[src/rtl/ad7266_avg_decimator.sv]
// ad7266_avg_decimator
//   Boxcar averager/decimator for paired AD7266 channel A/B conversions.
//   Sums 2^n consecutive sample pairs (n = min(log2_n_in, MAX_LOG2_N), latched
//   at the start of each block), divides by shifting, and offers the result
//   through a valid/ready output register with sticky overrun reporting.
//
//   Build option: define AVG_ROUNDING_EN for round-half-up averaging;
//   otherwise the average is truncated toward zero.
//
// Ports
//   clk_in           system clock, rising edge
//   rst_n_in         asynchronous active-low reset
//   sample_valid_in  1-cycle strobe, s_data_A_in/s_data_B_in hold a new pair
//   s_data_A_in      channel A sample (unsigned)
//   s_data_B_in      channel B sample (unsigned)
//   log2_n_in        requested log2 decimation, clamped to MAX_LOG2_N
//   avg_A_out        averaged channel A
//   avg_B_out        averaged channel B
//   avg_valid_out    averaged pair available, held until accepted
//   avg_ready_in     consumer ready
//   overrun_out      sticky: a completed average was dropped
//   clr_overrun_in   synchronous clear of overrun_out
//
// State | meaning
// ------+--------------------------------------------------------------
// IDLE  | no block in progress; next strobe starts a block and latches n
// ACCUM | block in progress; count_q pairs already summed into acc_*_q

module ad7266_avg_decimator #(
  parameter int DATA_WIDTH = 12,
  parameter int MAX_LOG2_N = 4
) (
  input  logic                  clk_in,
  input  logic                  rst_n_in,
  input  logic                  sample_valid_in,
  input  logic [DATA_WIDTH-1:0] s_data_A_in,
  input  logic [DATA_WIDTH-1:0] s_data_B_in,
  input  logic [3:0]            log2_n_in,
  output logic [DATA_WIDTH-1:0] avg_A_out,
  output logic [DATA_WIDTH-1:0] avg_B_out,
  output logic                  avg_valid_out,
  input  logic                  avg_ready_in,
  output logic                  overrun_out,
  input  logic                  clr_overrun_in
);

  localparam int ACC_W = DATA_WIDTH + MAX_LOG2_N;
  localparam int CNT_W = MAX_LOG2_N + 1;
  localparam int N_W   = $clog2(MAX_LOG2_N + 1);

  localparam logic [0:0] IDLE  = 1'b0;
  localparam logic [0:0] ACCUM = 1'b1;

  logic [0:0]       state_q;
  logic [N_W-1:0]   n_q;
  logic [CNT_W-1:0] count_q;
  logic [ACC_W-1:0] acc_a_q;
  logic [ACC_W-1:0] acc_b_q;

  logic [N_W-1:0]        n_clamped;
  logic [N_W-1:0]        n_sel;
  logic [ACC_W-1:0]      acc_next_a;
  logic [ACC_W-1:0]      acc_next_b;
  logic [ACC_W-1:0]      round_val;
  logic [ACC_W-1:0]      sum_a;
  logic [ACC_W-1:0]      sum_b;
  logic [DATA_WIDTH-1:0] result_a;
  logic [DATA_WIDTH-1:0] result_b;
  logic [CNT_W-1:0]      count_inc;
  logic                  complete;
  logic                  load_out;

  always_comb begin
    n_clamped = (log2_n_in > 4'(MAX_LOG2_N)) ? N_W'(MAX_LOG2_N) : N_W'(log2_n_in);
    // The first sample of a block uses the freshly clamped n; later ones the latched n.
    n_sel     = (state_q == IDLE) ? n_clamped : n_q;
    count_inc = count_q + CNT_W'(1);

    if (state_q == IDLE) begin
      acc_next_a = ACC_W'(s_data_A_in);
      acc_next_b = ACC_W'(s_data_B_in);
    end else begin
      acc_next_a = acc_a_q + ACC_W'(s_data_A_in);
      acc_next_b = acc_b_q + ACC_W'(s_data_B_in);
    end

`ifdef AVG_ROUNDING_EN
    round_val = (n_sel != '0) ? (ACC_W'(1) << (n_sel - N_W'(1))) : '0;
`else
    round_val = '0;
`endif

    // Worst case 2^MAX_LOG2_N full-scale samples plus round still fits ACC_W.
    sum_a    = acc_next_a + round_val;
    sum_b    = acc_next_b + round_val;
    result_a = DATA_WIDTH'(sum_a >> n_sel);
    result_b = DATA_WIDTH'(sum_b >> n_sel);

    complete = 1'b0;
    if (sample_valid_in) begin
      if (state_q == IDLE) complete = (n_clamped == '0);
      else                 complete = (count_inc == (CNT_W'(1) << n_q));
    end

    // Accept-and-reload in the same cycle is a legal load, not an overrun.
    load_out = complete && (!avg_valid_out || avg_ready_in);
  end

  always_ff @(posedge clk_in or negedge rst_n_in) begin
    if (!rst_n_in) begin
      state_q <= IDLE;
      n_q     <= '0;
      count_q <= '0;
      acc_a_q <= '0;
      acc_b_q <= '0;
    end else if (sample_valid_in) begin
      if (state_q == IDLE) n_q <= n_clamped;
      if (complete) begin
        state_q <= IDLE;
        count_q <= '0;
        acc_a_q <= '0;
        acc_b_q <= '0;
      end else begin
        state_q <= ACCUM;
        count_q <= count_inc;
        acc_a_q <= acc_next_a;
        acc_b_q <= acc_next_b;
      end
    end
  end

  always_ff @(posedge clk_in or negedge rst_n_in) begin
    if (!rst_n_in) begin
      avg_A_out     <= '0;
      avg_B_out     <= '0;
      avg_valid_out <= 1'b0;
      overrun_out   <= 1'b0;
    end else begin
      if (load_out) begin
        avg_A_out     <= result_a;
        avg_B_out     <= result_b;
        avg_valid_out <= 1'b1;
      end else if (avg_ready_in) begin
        avg_valid_out <= 1'b0;
      end

      // A new drop takes priority over a clear in the same cycle.
      if (complete && !load_out)   overrun_out <= 1'b1;
      else if (clr_overrun_in)     overrun_out <= 1'b0;
    end
  end

endmodule

[config.mk]
export PLATFORM = sky130hd
export DESIGN_NAME = ad7266_avg_decimator
export DESIGN_NICKNAME = d
export VERILOG_FILES = /design/src/rtl/ad7266_avg_decimator.sv
export SDC_FILE = /design/constraint.sdc
export NUM_CORES = 1
export LEC_CHECK = 0
export ABC_AREA = 1
export CORE_AREA = 2 2 112 114
export DETAILED_ROUTE_END_ITERATION = 8
export DIE_AREA = 0 0 114 116
export HOLD_SLACK_MARGIN = 0.02
export PLACE_DENSITY = 0.77
export SLEW_MARGIN = 20
export SYNTH_ARGS = -nofsm -noshare
export SYNTH_HDL_FRONTEND = slang
export SYNTH_SLANG_ARGS = --single-unit
export TNS_END_PERCENT = 20
[constraint.sdc]
create_clock -name clk_in -period 2 [get_ports clk_in]
set_clock_uncertainty 0.1 [all_clocks]
set_input_delay 0.4 -clock clk_in [delete_from_list [all_inputs] [get_ports clk_in]]
set_output_delay 0.4 -clock clk_in [all_outputs]
set_load 0.1 [all_outputs]
Word-level counts from Yosys, hierarchy flattened
Index checks and enable logic that the tools add are counted.
Word-level totals
  register bits: 67
  bits in latches: 0
  RAM bits: 0
  ROM bits: 0
  input port bits: 33
  output and inout bits: 26
  logic and storage cells: 39
  memories kept: 0
Operators by class
  add/subtract/negate cells: 3
  multiply operators: 0
  divide/modulo/power cells: 0
  order comparisons: 1
  equality and inequality tests: 1
  shift-type cells: 3
  muxes and demuxes: 14
  bitwise operators: 0
  reductions and logical operators: 8
Operator list (count)
  $mux W16: 4
  $add A16 B12 Y16: 2
  $shr A16 B3 Y12: 2
  $mux W1: 7
  $mux W3: 2
  $add A5 B1 Y5 const B: 1
  $eq A5 B5 Y1: 1
  $mux W5: 1
  $shl A1 B3 Y5 const A: 1
  $gt A4 B3 Y1 const B: 1
  $reduce_bool A2 Y1: 2
  $logic_not A3 Y1: 1
  $logic_and A1 B1 Y1: 2
  $logic_not A1 Y1: 2
  $logic_or A1 B1 Y1: 1

Logic depth before layout (Yosys ltp)
Gate-level depths: netlist (run 1).
  word-level depth: 9
  depth in mapped cells: 17
  depth with buffers taken out: 17

Worst setup path after synthesis (run 1)
Ideal clock, no wire load.
  path type: input port to flip-flop
  start: input port s_data_A_in[0]
  end: register avg_A_out[6]
  setup time: 0.120 ns
  data arrival time: 1.941 ns
  data required time: 1.780 ns
  slack: -0.160 ns
  stages on the path: 15
  buffers on the path: 0
  cells stage by stage: ha_1 > inv_1 > fa_1 > inv_1 > nand3_1 > nand3_1 > nand2_1 > nand3_1 > nand3_1 > o21ai_0 > nand2_1 > nand3_1 > nand3_1 > nand3_1 > nand2_1
Between the ends
  word-level cells in the longest chain between the ends: 3
RTL lines
  start, declared: line 36  | input logic [DATA_WIDTH-1:0] s_data_A_in,
  $add A16 B12 Y16: line 83  | acc_next_a = acc_a_q + ACC_W'(s_data_A_in);
  $mux W16 (*): line 79  | if (state_q == IDLE) begin
  $shr A16 B3 Y12 (*): line 96  | result_a = DATA_WIDTH'(sum_a >> n_sel);
  end signal, assigned: line 140  | avg_A_out <= result_a;
  end, declared: line 39  | output logic [DATA_WIDTH-1:0] avg_A_out,
Mark *: on every way between the ends. The rest lies on a longest branch, timed or not.
A chain may end at the register's enable or synchronous reset.

Worst setup path in the final report (run 1)
  start: register acc_a_q[0]
  end: register avg_A_out[3]
Between the ends
  word-level cells in the longest chain between the ends: 3
RTL lines
  start, declared: line 57  | logic [ACC_W-1:0] acc_a_q;
  start signal, assigned: line 126  | acc_a_q <= acc_next_a;
  $add A16 B12 Y16: line 83
  $mux W16: line 79
  $shr A16 B3 Y12: line 96
No other way between the ends.

==> results of run 1 <==
repair_timing:
action / 4_1_cts / 5_1_grt
pin swaps: 36 / 42
resized for setup: 110 / 99
cloned: 2 / 0
setup buffers: 7 / 9
hold endpoints to repair: 67 / 0
hold buffers: 1 / 0
endpoints found under the setup margin: 62 / 64
logic make-up after synthesis:
group                    Yosys count  synth area share (%)
multiplexers                       1                 0.160
AND/OR/NAND/NOR                  667                  46.7
buffers and inverters            166                  11.1
flip-flops                        67                  26.8
XOR/XNOR                           4                 0.680
AO/OA/AOI/OAI                     90                  8.95
adder cells (fa/ha/maj)           27                  5.64
flip-flops by register name, summed over array words and instances, names as in the netlist:
name / flops
acc_a_q: 16
acc_b_q: 16
avg_A_out: 12
avg_B_out: 12
count_q: 5
n_q: 3
avg_valid_out: 1
overrun_out: 1
state_q: 1
cells in the mapped netlist (all sizes together), types with 7 or more instances:
cell    instances
inv           127
nand2         367
nand4          14
clkbuf         12
o21ai          35
and2            7
ha             25
buf            26
o22ai          13
nand3         209
a21oi          26
nor2           44
dfrtp          67
a21boi         10
or2            24
worst paths after layout:
| path | startpoint | to | slack (ns) | cells after the start |
|---|---|---|---|---|
| worst max-delay path | acc_a_q[0]$_DFFE_PN0P_ | avg_A_out[3]$_DFFE_PN0P_ | -0.37 | 17 |
| worst min-delay path | avg_A_out[7]$_DFFE_PN0P_ | avg_A_out[7]$_DFFE_PN0P_ | 0.45 | 2 |
| worst max register to register | acc_a_q[0]$_DFFE_PN0P_ | avg_A_out[3]$_DFFE_PN0P_ | -0.37 | 17 |
| worst min register to register | avg_A_out[7]$_DFFE_PN0P_ | avg_A_out[7]$_DFFE_PN0P_ | 0.45 | 2 |
| max in group asynchronous | rst_n_in | state_q$_DFFE_PN0P_ | 0.92 | 3 |
| min in group asynchronous | rst_n_in | acc_a_q[13]$_DFFE_PN0P_ | 0.50 | 3 |
worst max-delay path, delay by kind of cell, from the launching register on:
family	cells	cell delay, ns
flip-flops	1	0.39
adder cells (fa/ha/maj)	2	0.51
AO/OA/AOI/OAI	1	0.12
AND/OR/NAND/NOR	11	0.90
buffers and inverters	3	0.26
per-layer routing:
layer / up-vias / GRT usage [%] / wire [um]
li1: 3630 / - / -
met1: 3686 / 44.5 / 9330
met2: 529 / 53.6 / 10500
met3: 125 / 6.28 / 2300
met4: 0 / 12.8 / 960
met5: - / 0 / 0
final cells by class:
type	count	area, sq um	share of cell area (%)
flip-flops and latches	67	1680	18.1
inverters	128	498	5.37
clock buffers	13	250	2.70
well taps	147	184	1.98
repair inverters	1	8.76	0.0944
multi-input cells	789	4750	51.2
clock inverters	2	12.5	0.135
repair buffers	182	1900	20.5
power groups by stage:
stage / sequential, mW / combinational (mW) / clock [mW]
final: 2.56 / 10.5 / 1.51
after global placement: 2.42 / 8.67 / 0
after floorplan: 3.94 / 4.06 / 0
after detailed placement: 2.43 / 8.83 / 0
after global routing: 2.60 / 11.1 / 1.57
after CTS: 2.52 / 9.52 / 1.49
per-stage QoR:
stage | setup WS [ns] | util [%]
global route | -0.485 | 77.9
floorplan | -0.0160 | -
CTS | -0.246 | 74.5
global placement | -0.818 | 67.5
finish | -0.369 | 77.9
detailed placement | -0.855 | 67.5
==> results_dict.tcl, run 1 <==
set metrics [dict create \
    status "finished with violations" \
    violations "negative setup slack" \
    grt_setup_unrepaired "true" \
    viasPerCell 6.00 \
    grt_antenna_before_repair 0 \
    clk_pin_slew_ns 0.06 \
    dp_hpwl_um 14600 \
    p_leak_nw 4.76 \
    dieWidth_um 114 \
    die_h_um 116 \
    finalCritPeriodShare_pct 118 \
    wire_per_inst_um 17.3 \
    path_cells "ha_4, inv_2, fa_2, inv_4, nand3_4, nand3_4, buf_4, nand2_4, nand2_1, nand2_2, nand2_1, nand2_2, nand3_2, nand3_2, nand2_1, nand2_1, a21boi_2" \
    yosysWarnings 0 \
    worstSetupPathType "reg -> reg" \
    postRouteWirelength_um 23100 \
    grt-ovfl-total 0 \
    crit_path_frequent_cell "nand2_1" \
    yosys_register_bits 67 \
    port_buffers 58 \
    h-tree-depth 3 \
    maxSlewHeadroom_pct 56.4 \
    synthCells 1022 \
    syn_to_final_growth_pct 48.3 \
    fin_area_sq_um 9280 \
    firstDrtPassIters 6 \
    hold_class "reg -> reg" \
    p_total_mw 14.5 \
    synth.avg_cell_area_sq_um 6.13 \
    vias 7970 \
    ys_types 42 \
    netlist.area_leader.share_pct 26.8 \
    power.density_nw_per_um2 1570 \
    crit_fanout 4 \
    clock.fmax_ghz 0.422 \
    internal_power_mw 6.96 \
    slowest_delay_ns 0.39 \
    row_count 40 \
    holdWs_ns 0.447 \
    layout_common_cells "nand2_1 (317), nand3_1 (155), inv_1 (115), buf_4 (111), dfrtp_1 (66)" \
    dp_cells 1295 \
    dieArea_sq_um 13200 \
    finalNonFillerCells 1329 \
    finalHoldViolations 0 \
    fillers 832 \
    synth.cell_area_sq_um 6260 \
    nets 1238 \
    grt_usage_pct 33.2 \
    synth.area.top_cells "dfrtp_1 (27%), nand2_1 (22%), nand3_1 (16%), inv_1 (7.4%), ha_1 (5.0%)" \
    cts_root_buf "clkbuf_16" \
    worst_slew_pin_slew_ns 0.647 \
    core-area_sq_um 11900 \
    drv_slew 0 \
    p_clk_share_pct 10.4 \
    cts_tree "yes" \
    worstPathArrival_ns 2.54 \
    num_antenna_cells 0 \
    final_common_cell "nand2_1" \
    place_congestion 0.971 \
    grt_pass1_vias 7337 \
    synth_flop_cell "dfrtp_1" \
    setup_viol 56 \
    synth_nets 1082 \
    clock-sinks 67 \
    yosys.area.top_type "dfrtp_1" \
    worst_setup_path_end_kind "flop" \
    drive_gt1_share_pct 30.5 \
    antenna_left 0 \
    worstPathRequired_ns 2.18 \
    maxCapViolCount 0 \
    grt_pass1_wl_um 35000 \
    cts_buffer_depth 2 \
    grt_max_degree 68 \
    cp-start-kind "flop" \
    sequentialPowerShare_pct 17.6 \
    layout_min_cycle_time_ns 2.37 \
    seq_area_frac_synth_pct 26.8 \
    cpMaxStageDelayCell "dfrtp_1" \
    combPwrFrac_pct 72.0 \
    ir_worst_vdd_mv 1.55 \
    synth-edff-count 0 \
    switching_share_pct 52.2 \
    clk_latency_ns 0.35 \
    worst_slack_ns -0.369 \
    boundaryPins 59 \
    route.detailed.drc 0 \
    p_switching_mw 7.59 \
    placed_area_sq_um 8040 \
    drt-initial-drc-count 1107 \
    initial_utilization_pct 52.6 \
    setup_tns_ns -7.78 \
    async_reset_ff_share_pct 100 \
    numCtsBuffers 9 \
]
Note: power is estimated with default switching activity, not from simulation.
==> inputs of run 2 (changes only) <==
- HOLD_SLACK_MARGIN: 0.02 -> default
==> results of run 2 <==
The final DEF is identical to that of run 1; final timing and power are the same.
